### config.mk
export PLATFORM = sky130hd
export DESIGN_NAME = lsu_ctrl
export DESIGN_NICKNAME = d
export VERILOG_FILES = /design/src/rtl/lsu_ctrl.sv
export SDC_FILE = /design/constraint.sdc
export NUM_CORES = 1
export LEC_CHECK = 0
export ABC_AREA = 1
export BUFFER_PORTS_ARGS = -buffer_cell sky130_fd_sc_hd__buf_4
export CORE_AREA = 3 3 182 184
export DETAILED_ROUTE_END_ITERATION = 8
export DIE_AREA = 0 0 185 187
export PLACE_DENSITY = 0.63
export SYNTH_ARGS = -nofsm -noshare
export SYNTH_HDL_FRONTEND = slang
export SYNTH_SLANG_ARGS = --single-unit
### constraint.sdc
create_clock -name clk -period 3.36 [get_ports clk]
set_input_delay 1.008 -clock clk [delete_from_list [all_inputs] [get_ports clk]]
set_output_delay 1.008 -clock clk [all_outputs]
set_load 0.01 [all_outputs]
### src/rtl/lsu_ctrl.sv
// Load/store control stage in front of the physical-memory block.
// Takes one request at a time, holds the memory enables for MEM_LATENCY
// cycles on an 8-byte-aligned address, and returns lane-shifted,
// sign/zero-extended load data (or a store acknowledge) on a response channel.
// Optional build macro LSU_ALIGN_CHECK_EN: when defined, misaligned requests
// are answered with resp_err=1 and never touch memory; when undefined, the
// low address bits are used as-is and out-of-word lanes are dropped.
module lsu_ctrl #(
  parameter int unsigned MEM_LATENCY = 1
) (
  input  logic        clk,
  input  logic        rst,
  input  logic        req_valid,
  output logic        req_ready,
  input  logic        req_wen,
  input  logic [63:0] req_addr,
  input  logic [63:0] req_wdata,
  input  logic [1:0]  req_size,
  input  logic        req_unsigned,
  output logic        resp_valid,
  input  logic        resp_ready,
  output logic [63:0] resp_rdata,
  output logic        resp_err,
  output logic [63:0] mem_raddr,
  output logic [63:0] mem_waddr,
  output logic [63:0] mem_wdata,
  output logic [7:0]  mem_wmask,
  output logic        mem_read_en,
  output logic        mem_write_en,
  input  logic [63:0] mem_rdata
);

  typedef enum logic [1:0] {IDLE, ACCESS, RESP} state_t;

  state_t      state, state_next;
  logic [3:0]  count;
  logic        op_wen;
  logic [63:0] op_addr;
  logic [63:0] op_wdata;
  logic [1:0]  op_size;
  logic        op_unsigned;
  logic        misaligned;
  logic [7:0]  byte_en;

  // Shift the addressed lanes down to bit 0, then sign- or zero-extend.
  function automatic logic [63:0] extract(input logic [63:0] raw,
                                          input logic [2:0]  off,
                                          input logic [1:0]  size,
                                          input logic        uns);
    logic [63:0] s;
    s = raw >> {off, 3'b000};
    case (size)
      2'd0:    extract = uns ? {56'd0, s[7:0]}  : {{56{s[7]}},  s[7:0]};
      2'd1:    extract = uns ? {48'd0, s[15:0]} : {{48{s[15]}}, s[15:0]};
      2'd2:    extract = uns ? {32'd0, s[31:0]} : {{32{s[31]}}, s[31:0]};
      default: extract = s;
    endcase
  endfunction

`ifdef LSU_ALIGN_CHECK_EN
  // Natural alignment check on the incoming request.
  always_comb begin
    case (req_size)
      2'd0:    misaligned = 1'b0;
      2'd1:    misaligned = req_addr[0];
      2'd2:    misaligned = |req_addr[1:0];
      default: misaligned = |req_addr[2:0];
    endcase
  end
`else
  assign misaligned = 1'b0;
`endif

  // Unshifted byte mask for the registered access size.
  always_comb begin
    case (op_size)
      2'd0:    byte_en = 8'h01;
      2'd1:    byte_en = 8'h03;
      2'd2:    byte_en = 8'h0F;
      default: byte_en = 8'hFF;
    endcase
  end

  // State register.
  // NOTE: sequential state uses non-blocking (<=) so every flop samples
  // pre-edge values; blocking here would create order-dependent races.
  always_ff @(posedge clk) begin
    if (rst) state <= IDLE;
    else     state <= state_next;
  end

  // Next-state decode and all handshake/memory outputs.
  // NOTE: every output gets a default first, so no path leaves one
  // unassigned and no latch is inferred.
  always_comb begin
    state_next   = state;
    req_ready    = 1'b0;
    resp_valid   = 1'b0;
    mem_raddr    = '0;
    mem_waddr    = '0;
    mem_wdata    = '0;
    mem_wmask    = '0;
    mem_read_en  = 1'b0;
    mem_write_en = 1'b0;
    case (state)
      IDLE: begin
        req_ready = 1'b1;
        if (req_valid) state_next = misaligned ? RESP : ACCESS;
      end
      ACCESS: begin
        mem_raddr    = {op_addr[63:3], 3'b000};
        mem_waddr    = {op_addr[63:3], 3'b000};
        mem_wmask    = byte_en << op_addr[2:0];
        mem_wdata    = op_wdata << {op_addr[2:0], 3'b000};
        mem_read_en  = ~op_wen;
        mem_write_en = op_wen;
        if (count == 4'd0) state_next = RESP;
      end
      RESP: begin
        resp_valid = 1'b1;
        if (resp_ready) state_next = IDLE;
      end
      default: state_next = IDLE;
    endcase
  end

  // Request capture, latency counter and response registers.
  always_ff @(posedge clk) begin
    if (rst) begin
      count       <= '0;
      op_wen      <= 1'b0;
      op_addr     <= '0;
      op_wdata    <= '0;
      op_size     <= '0;
      op_unsigned <= 1'b0;
      resp_rdata  <= '0;
      resp_err    <= 1'b0;
    end else begin
      case (state)
        IDLE: begin
          if (req_valid) begin
            op_wen      <= req_wen;
            op_addr     <= req_addr;
            op_wdata    <= req_wdata;
            op_size     <= req_size;
            op_unsigned <= req_unsigned;
            resp_rdata  <= '0;
            resp_err    <= misaligned;
            count       <= 4'(MEM_LATENCY - 1);
          end
        end
        ACCESS: begin
          if (count != 4'd0) count <= count - 4'd1;
          else if (!op_wen)
            resp_rdata <= extract(mem_rdata, op_addr[2:0], op_size, op_unsigned);
        end
        default: ;
      endcase
    end
  end

endmodule

=== Word-level counts from Yosys, hierarchy flattened ===
Index checks and enable logic that the tools add are counted.

* Latch bits: 0
* Memory bits (read-only): 0
* Output and inout port bits: 269
* Flip-flop bits (word level): 202
* Input bits: 200
* Memories kept: 0
* Word-level logic and storage cells: 55
* Bits in writable memories: 0

* Div/mod/pow operators: 0
* Reduce and logical (&&, ||, !) cells: 9
* $mul: 0
* Magnitude comparators: 0
* Bitwise gates (word level): 1
* Shifts and indexed selects: 3
* Equality and inequality tests: 10
* Add/sub/neg operators: 1
* Mux-type cells: 23

{| class="wikitable"
|+ Operators with widths
! kind !! number
|-
| $mux W64 || 8
|-
| $pmux W64 S3 || 1
|-
| $pmux W64 S2 || 1
|-
| $shl A64 B6 Y64 || 1
|-
| $shr A64 B6 Y64 || 1
|-
| $pmux W8 S3 || 1
|-
| $ne A2 B2 Y1 const B || 6
|-
| $mux W4 || 2
|-
| $mux W8 || 1
|-
| $pmux W4 S2 || 1
|-
| $shl A8 B3 Y8 || 1
|-
| $mux W2 || 3
|-
| $pmux W2 S3 || 1
|-
| $reduce_and A3 Y1 || 2
|-
| $eq A2 B1 Y1 const B || 2
|-
| $eq A2 B2 Y1 const B || 2
|-
| $logic_not A2 Y1 || 2
|-
| $logic_not A4 Y1 || 1
|-
| $mux W1 || 4
|-
| $reduce_and A4 Y1 || 1
|-
| $reduce_bool A4 Y1 || 1
|-
| $sub A4 B1 Y4 const B || 1
|-
| $reduce_and A2 Y1 || 1
|-
| $reduce_bool A2 Y1 || 1
|-
| $not A1 Y1 || 1
|}

=== Logic depth before layout (Yosys ltp) ===
Gate-level depths: netlist (run 1).

* Depth in word-level cells: 6
* Mapped depth: 12

=== Least setup slack after synthesis (run 1) ===
Ideal clock, no wire load.

* Path type: flip-flop to output port
* Start: register op_addr[0]
* End: output port mem_wdata[50]
* Slack: 0.885 ns
* Buffers on the path: 4
* Data arrival time: 1.467 ns
* Data required time: 2.352 ns
* Stages on the path, launching flop included: 9
* Cells stage by stage: dfxtp_1 -> buf_6 -> buf_6 -> buf_2 -> buf_2 -> nand2_1 -> o21ai_0 -> a22oi_1 -> o21ai_0

* Longest elaborated chain between the ends: 2

{| class="wikitable"
|+ RTL lines
! item !! RTL line !! RTL
|-
| from (decl) || 38 || <nowiki>logic [63:0] op_addr;</nowiki>
|-
| from (signal assigned) || 143 || <nowiki>op_addr <= req_addr;</nowiki>
|-
| $shl A64 B6 Y64 || 114 || <nowiki>mem_wdata = op_wdata << {op_addr[2:0], 3'b000};</nowiki>
|-
| $mux W64 || 105 || <nowiki>case (state)</nowiki>
|-
| to (decl) || 26 || <nowiki>output logic [63:0] mem_wdata,</nowiki>
|}

No other way between the ends.

=== Worst setup path in the final report (run 1) ===
* Start: register op_addr[0]
* End: output port mem_wdata[56]

Same word-level chain as after synthesis.

==> flow_summary.ini, run 1 <==
[placement]
place_ws_ns = 0.377
portBuffers = 461
routabilityCongestion = 0.987
dp_cells = 2542
hpwl_um = 39200
place_area_sq_um = 15000

[clocking]
clk_path_buf_depth = 3
insertion_delay_ns = 0.54
clock_sinks = 202
ctsHoldBuffers = 0
cts-root-buf = clkbuf_16
htree_levels = 1
cts_tree = yes
clk_pin_slew_ns = 0.06
numCtsBuffers = 25

[global_route]
antenna_found_initial = 8
grt_usage_pct = 28.8
grt_pass1_vias = 13220
gr-total-overflow = 0
grt_start_max_net_pins = 123
grt_pass1_wl_um = 78500

[setup_path]
crit_path_max_incr_delay_ns = 0.40
cpMostUsedCell = o21ai_0
end_kind = output pin
crit_required_ns = 2.35
cp.arrival_ns = 2.23
start_kind = register
cp_max_fo = 102
cp_cell_sequence = buf_12, o21ai_0, nand2_1, o21ai_0, o21ai_0, buf_4
regToRegEndpoint = resp_rdata[54]$_SDFFE_PP0P_
rr_worst_depth = 10
r2r_start = op_addr[0]$_SDFFE_PP0P_
slowest_stage = dfxtp_4
r2r_slack_ns = 0.74
path_class = reg -> out

[cells_and_area]
multi_input_area_sq_um = 6190
final_area_sq_um = 15900
drive_gt1_share_pct = 25.7
fin_nets = 2372
fillers = 3324
seqCellArea_sq_um = 4050
stdcell_count = 2598
syn2layout_area_growth_pct = 33.3
fin_util_pct = 50.3

[yosys]
yosysTopAreaCell = dfxtp_1
ys_async_sr_fraction_pct = 0
synthCells = 1863
synth_enable_flop_cells = 0
ys_ff_latch = 202
synth_area_leaders = dfxtp_1 34%, nand2_1 16%, nor2_1 6.5%, a21oi_1 6.4%, nand3_1 6.3%
yosysTopAreaCellShare_pct = 33.9
seq_area_frac_synth_pct = 33.9
synth.distinct_cells = 32
avgSynthCellArea_sq_um = 6.40
yosys_warnings = 0
synth_common_cells = 492 x nand2_1, 206 x nor2_1, 202 x dfxtp_1, 152 x a21oi_1, 149 x nand3_1
yosysMostFrequentCell = nand2_1
syn-cell-area_sq_um = 11900
synth_ff_type = dfxtp_1

[power]
comb_power_share_pct = 30.3
powerDensity_nw_per_um2 = 498
clkPwrFrac_pct = 35.2
report.power.total_mw = 7.90
switching_share_pct = 35.2
p_int_mw = 5.12
p_seq_share_pct = 34.5
p_switching_mw = 2.78
ir_drop_uv = 362
leakage_nw = 7.27

[floorplanning]
core_sq_um = 31600
ios = 469
die_area_sq_um = 34600
num_rows = 65
die_w_um = 185
start_util_pct = 37.8
die_h_um = 187

[detailed_routing]
drc = 0
drtAntennaViolNets = 0
via_per_inst = 5.36
met3_length_um = 4020
wire_per_inst_um = 20.2
top_layer = met5
wl_met2_um = 25400
drtIter0Drc = 1150
firstDrtPassIters = 6
dr_total_vias = 13935
wl_um = 52500
met1_length_um = 21400

[min_path]
hold_class = reg -> reg
min_path_cells = 2
hold_end = op_addr[48]$_SDFFE_PP0P_
hold_start = op_addr[48]$_SDFFE_PP0P_

[outcome]
outcome = complete, no violations

[job]
maxCapViolations = 0

[timing]
holdWs_ns = 0.461
hold_violations = 0
tightestPinTransition_ns = 0.896
setup_slack_ns = 0.123
slew_headroom_pct = 40.3
setup_viol = 0
grt_setup_unrepaired = false
fin_crit_sh_pct = 96.3
finalClockSkew_ns = 0.0142
slew_viol_final = 0
max_freq_mhz = 309
fin_crit_ns = 3.24
fin_setup_tns_ns = 0
[power groups by stage]
stage               sequential [mW]  combinational [mW]  clock (mW)
CTS                            2.72                2.36        2.84
global route                   2.75                2.62        2.94
floorplan                      2.75                1.52           0
finish                         2.73                2.39        2.78
detailed placement             2.77                2.35           0
global placement               2.77                2.34           0
[worst max path at each step]
stage	from	endpoint	slack, ns
after CTS	op_addr[1]$_SDFFE_PP0P_	mem_wmask[6]	0.001
final	op_addr[0]$_SDFFE_PP0P_	mem_wdata[56]	0.12
after global routing	op_addr[1]$_SDFFE_PP0P_	mem_wmask[6]	0.002
after floorplan	op_addr[0]$_SDFFE_PP0P_	mem_wdata[50]	0.89
after global placement	state[1]$_SDFFE_PP0P_	mem_wmask[6]	0.39
after detailed placement	state[1]$_SDFFE_PP0P_	mem_wmask[6]	0.38
[state kept, by name, summed over array words and instances, names as in the netlist]
register     flops
op_wdata        64
count            4
op_unsigned      1
op_size          2
state            2
op_wen           1
op_addr         64
resp_rdata      64
[repair_timing]
| action | in CTS | in global routing |
|---|---|---|
| endpoints found under the hold margin | 0 | 0 |
| buffers inserted | 0 | 2 |
| gates cloned | 0 | 1 |
| setup endpoints to repair | 2 | 5 |
| resized for setup | 2 | 8 |
[placed cells by master, fill, tap and decap left out, types with 25 or more instances in the layout]
cell       Yosys  final
nand2_1      492    489
buf_4         76    485
nor2_1       206    204
dfxtp_1      202    200
a21oi_1      152    152
nand3_1      149    149
inv_1        122    121
o21ai_0      118    117
a211oi_1      84     84
o21ai_1       40     41
clkbuf_16      0     25
[area by class of cell]
cell class,count,share of cell area [%]
multi-input combinational,1319,39.0
timing repair inverter,1,0.0473
sequential,202,25.5
timing repair buffer,492,23.7
clock inverter,12,0.796
tap,402,3.17
clock buffer,34,4.59
inverter,129,3.09
antenna,7,0.110
[cells by family after synthesis]
| family | synth area share [%] |
|---|---|
| AND/OR/NAND/NOR | 29.3 |
| AO/OA/AOI/OAI | 20.5 |
| multiplexers | 1.43 |
| flip-flops | 33.9 |
| XOR/XNOR | 0.0735 |
| buffers and inverters | 14.5 |
| adder cells (fa/ha/maj) | 0.210 |
| other | 0.0315 |
[routing by layer]
layer | vias to the layer above | GRT usage [%]
li1 | 6644 | -
met1 | 6549 | 37.3
met5 | - | 0
met3 | 92 | 4.88
met2 | 648 | 48.7
met4 | 2 | 9.29
[worst max-delay path, delay by kind of cell, from the launching register on]
family,cells,cell delay (ns)
compound gates,3,0.60
buf+inv,2,0.57
flops,1,0.40
simple gates,1,0.08
No activity file was read; power rests on OpenSTA's default activity.
==> inputs of run 2 (changes only) <==
- ABC_AREA: 1 -> not set
==> flow_summary.ini, run 2 <==
[yosys]
yosys_warnings = 0
yosysTopAreaCellShare_pct = 33.7
synthCells = 1471
synth_enable_flop_cells = 0
seq_area_frac_synth_pct = 33.7
yosysTopAreaCell = dfxtp_1
syn-cell-area_sq_um = 12000
ys_ff_latch = 202
avgSynthCellArea_sq_um = 8.15
synth.distinct_cells = 57
synth_ff_type = dfxtp_1
yosysMostFrequentCell = nand2_1
ys_async_sr_fraction_pct = 0
synth_common_cells = 344 x nand2_1, 202 x dfxtp_1, 194 x a21oi_1, 98 x nor2_1, 79 x and2_1
synth_area_leaders = dfxtp_1 34%, nand2_1 11%, a21oi_1 8.1%, mux4_2 7.9%, buf_4 4.8%

[timing]
grt_setup_unrepaired = false
fin_crit_ns = 3.23
hold_violations = 0
setup_viol = 0
fin_setup_tns_ns = 0
finalClockSkew_ns = 0.00989
tightestPinTransition_ns = 0.905
slew_headroom_pct = 39.5
max_freq_mhz = 309
slew_viol_final = 0
fin_crit_sh_pct = 96.2

[setup_path]
path_class = reg -> out
start_kind = register
crit_required_ns = 2.35
slowest_stage = dfxtp_2
cp_cell_sequence = inv_1, and3_1, a2111oi_0, buf_4
end_kind = output pin
cp.arrival_ns = 2.22
crit_path_max_incr_delay_ns = 0.66
cp_max_fo = 18

[global_route]
grt_start_max_net_pins = 141
antenna_found_initial = 7
grt_pass1_wl_um = 71900
grt_pass1_vias = 11650
grt_usage_pct = 26.7
gr-total-overflow = 0

[cells_and_area]
syn2layout_area_growth_pct = 35.4
fillers = 3044
final_cell_mix = 498 x buf_4, 343 x nand2_1, 199 x dfxtp_1, 194 x a21oi_1, 97 x nor2_1
fin_nets = 2021
fin_util_pct = 51.4
drive_gt1_share_pct = 37.8
final_common_cell = buf_4
largest_registers = op_addr (64), op_wdata (64), resp_rdata (64)

[clocking]
clk_pin_slew_ns = 0.06
insertion_delay_ns = 0.53
htree_levels = 1
numCtsBuffers = 24
clk_path_buf_depth = 3
ctsHoldBuffers = 0
clock_sinks = 202
cts_tree = yes
cts-root-buf = clkbuf_16

[power]
p_seq_share_pct = 38.8
comb_power_share_pct = 22.0
p_switching_mw = 2.06
ir_drop_uv = 322
clkPwrFrac_pct = 39.1
leakage_nw = 6.94
switching_share_pct = 29.8
p_int_mw = 4.85
powerDensity_nw_per_um2 = 426

[floorplanning]
die_h_um = 187
ios = 469
die_w_um = 185
start_util_pct = 38.0
num_rows = 65
core_sq_um = 31600
die_area_sq_um = 34600

[placement]
portBuffers = 461
hpwl_um = 37100
routabilityCongestion = 0.920

[min_path]
hold_class = reg -> reg

[detailed_routing]
drc = 0
drtAntennaViolNets = 0
via_per_inst = 5.42
firstDrtPassIters = 5
wl_um = 48900
wire_per_inst_um = 21.8
drtIter0Drc = 941
dr_total_vias = 12165

[job]
maxCapViolations = 0

[outcome]
outcome = complete, no violations
## run 2: timing repair
action | CTS | global route
buffers inserted | 0 | 2
gates resized for setup | 0 | 1
setup endpoints to repair | 0 | 29
## run 2: worst max-delay path: cells and delay by family, from the launching register on
family | cells | cell delay (ns)
and+or+nand+nor | 1 | 0.20
AOI/OAI and AO/OA | 1 | 0.41
DFF | 1 | 0.66
buffers and inverters | 2 | 0.42
## run 2: logic make-up (layout without fill, tap and decap cells)
group           after synthesis  in the layout  share of synthesized area, %
compound gates              346            346                          18.4
xor+xnor                      2              2                         0.146
fa+ha+maj                     2              2                         0.209
buf+inv                     200            560                          9.40
flops                       202            202                          33.7
mux                         146            146                          17.1
other cells                   1             13                        0.0313
simple gates                572            572                          20.9
## run 2: area by class of cell
cell class              instances  area, sq um  share of cell area, %
diodes                          6         15.0                 0.0925
clock buffers                  38          764                   4.71
clock inverters                 6         66.3                  0.409
inverters                       9         33.8                  0.208
multi-input cells            1075         6890                   42.5
flip-flops and latches        202         4050                   25.0
well taps                     402          503                   3.10
repair buffers                507         3900                   24.0
## run 2: power by group through the flow
| stage | clock, mW | combinational, mW | sequential [mW] |
|---|---|---|---|
| after global placement | 0 | 1.49 | 2.73 |
| after global routing | 2.87 | 1.65 | 2.70 |
| after floorplan | 0 | 0.904 | 2.68 |
| after CTS | 2.77 | 1.51 | 2.68 |
| after detailed placement | 0 | 1.50 | 2.73 |
| final | 2.70 | 1.52 | 2.68 |
## run 2: path summary, 6_finish.rpt
kind                                 start  cells after the start  slack, ns                           to
setup reg to reg   op_addr[2]$_SDFFE_PP0P_                      7       0.64  resp_rdata[20]$_SDFFE_PP0P_
hold reg to reg   op_addr[13]$_SDFFE_PP0P_                      2       0.45     op_addr[13]$_SDFFE_PP0P_
setup / recovery   op_addr[2]$_SDFFE_PP0P_                      4       0.13                 mem_wmask[6]
hold / removal    op_addr[13]$_SDFFE_PP0P_                      2       0.45     op_addr[13]$_SDFFE_PP0P_
## run 2: metrics by stage
step / setup WS, ns / cells / hold WS [ns] / instance area (sq um) / power (mW)
6_report: 0.128 / 2245 / 0.448 / 16200 / 6.91
5_1_grt: 0.00737 / 2245 / 0.465 / 16200 / 7.22
4_1_cts: 0.00703 / 2236 / 0.451 / 16200 / 6.96
3_5_place_dp: 0.577 / 2192 / 0.442 / 15300 / 4.24
3_3_place_gp: 0.603 / 2192 / 0.438 / 15300 / 4.22
2_1_floorplan: 0.464 / 1477 / 0.432 / 12000 / 3.58
## run 2: layer usage
layer	share of wire (%)	GRT usage (%)	up-vias
li1	-	-	5742
met1	41	33.8	5807
met2	48	44.5	532
met3	7.5	5.33	80
met4	3.7	10.4	4
met5	0.12	0.857	-
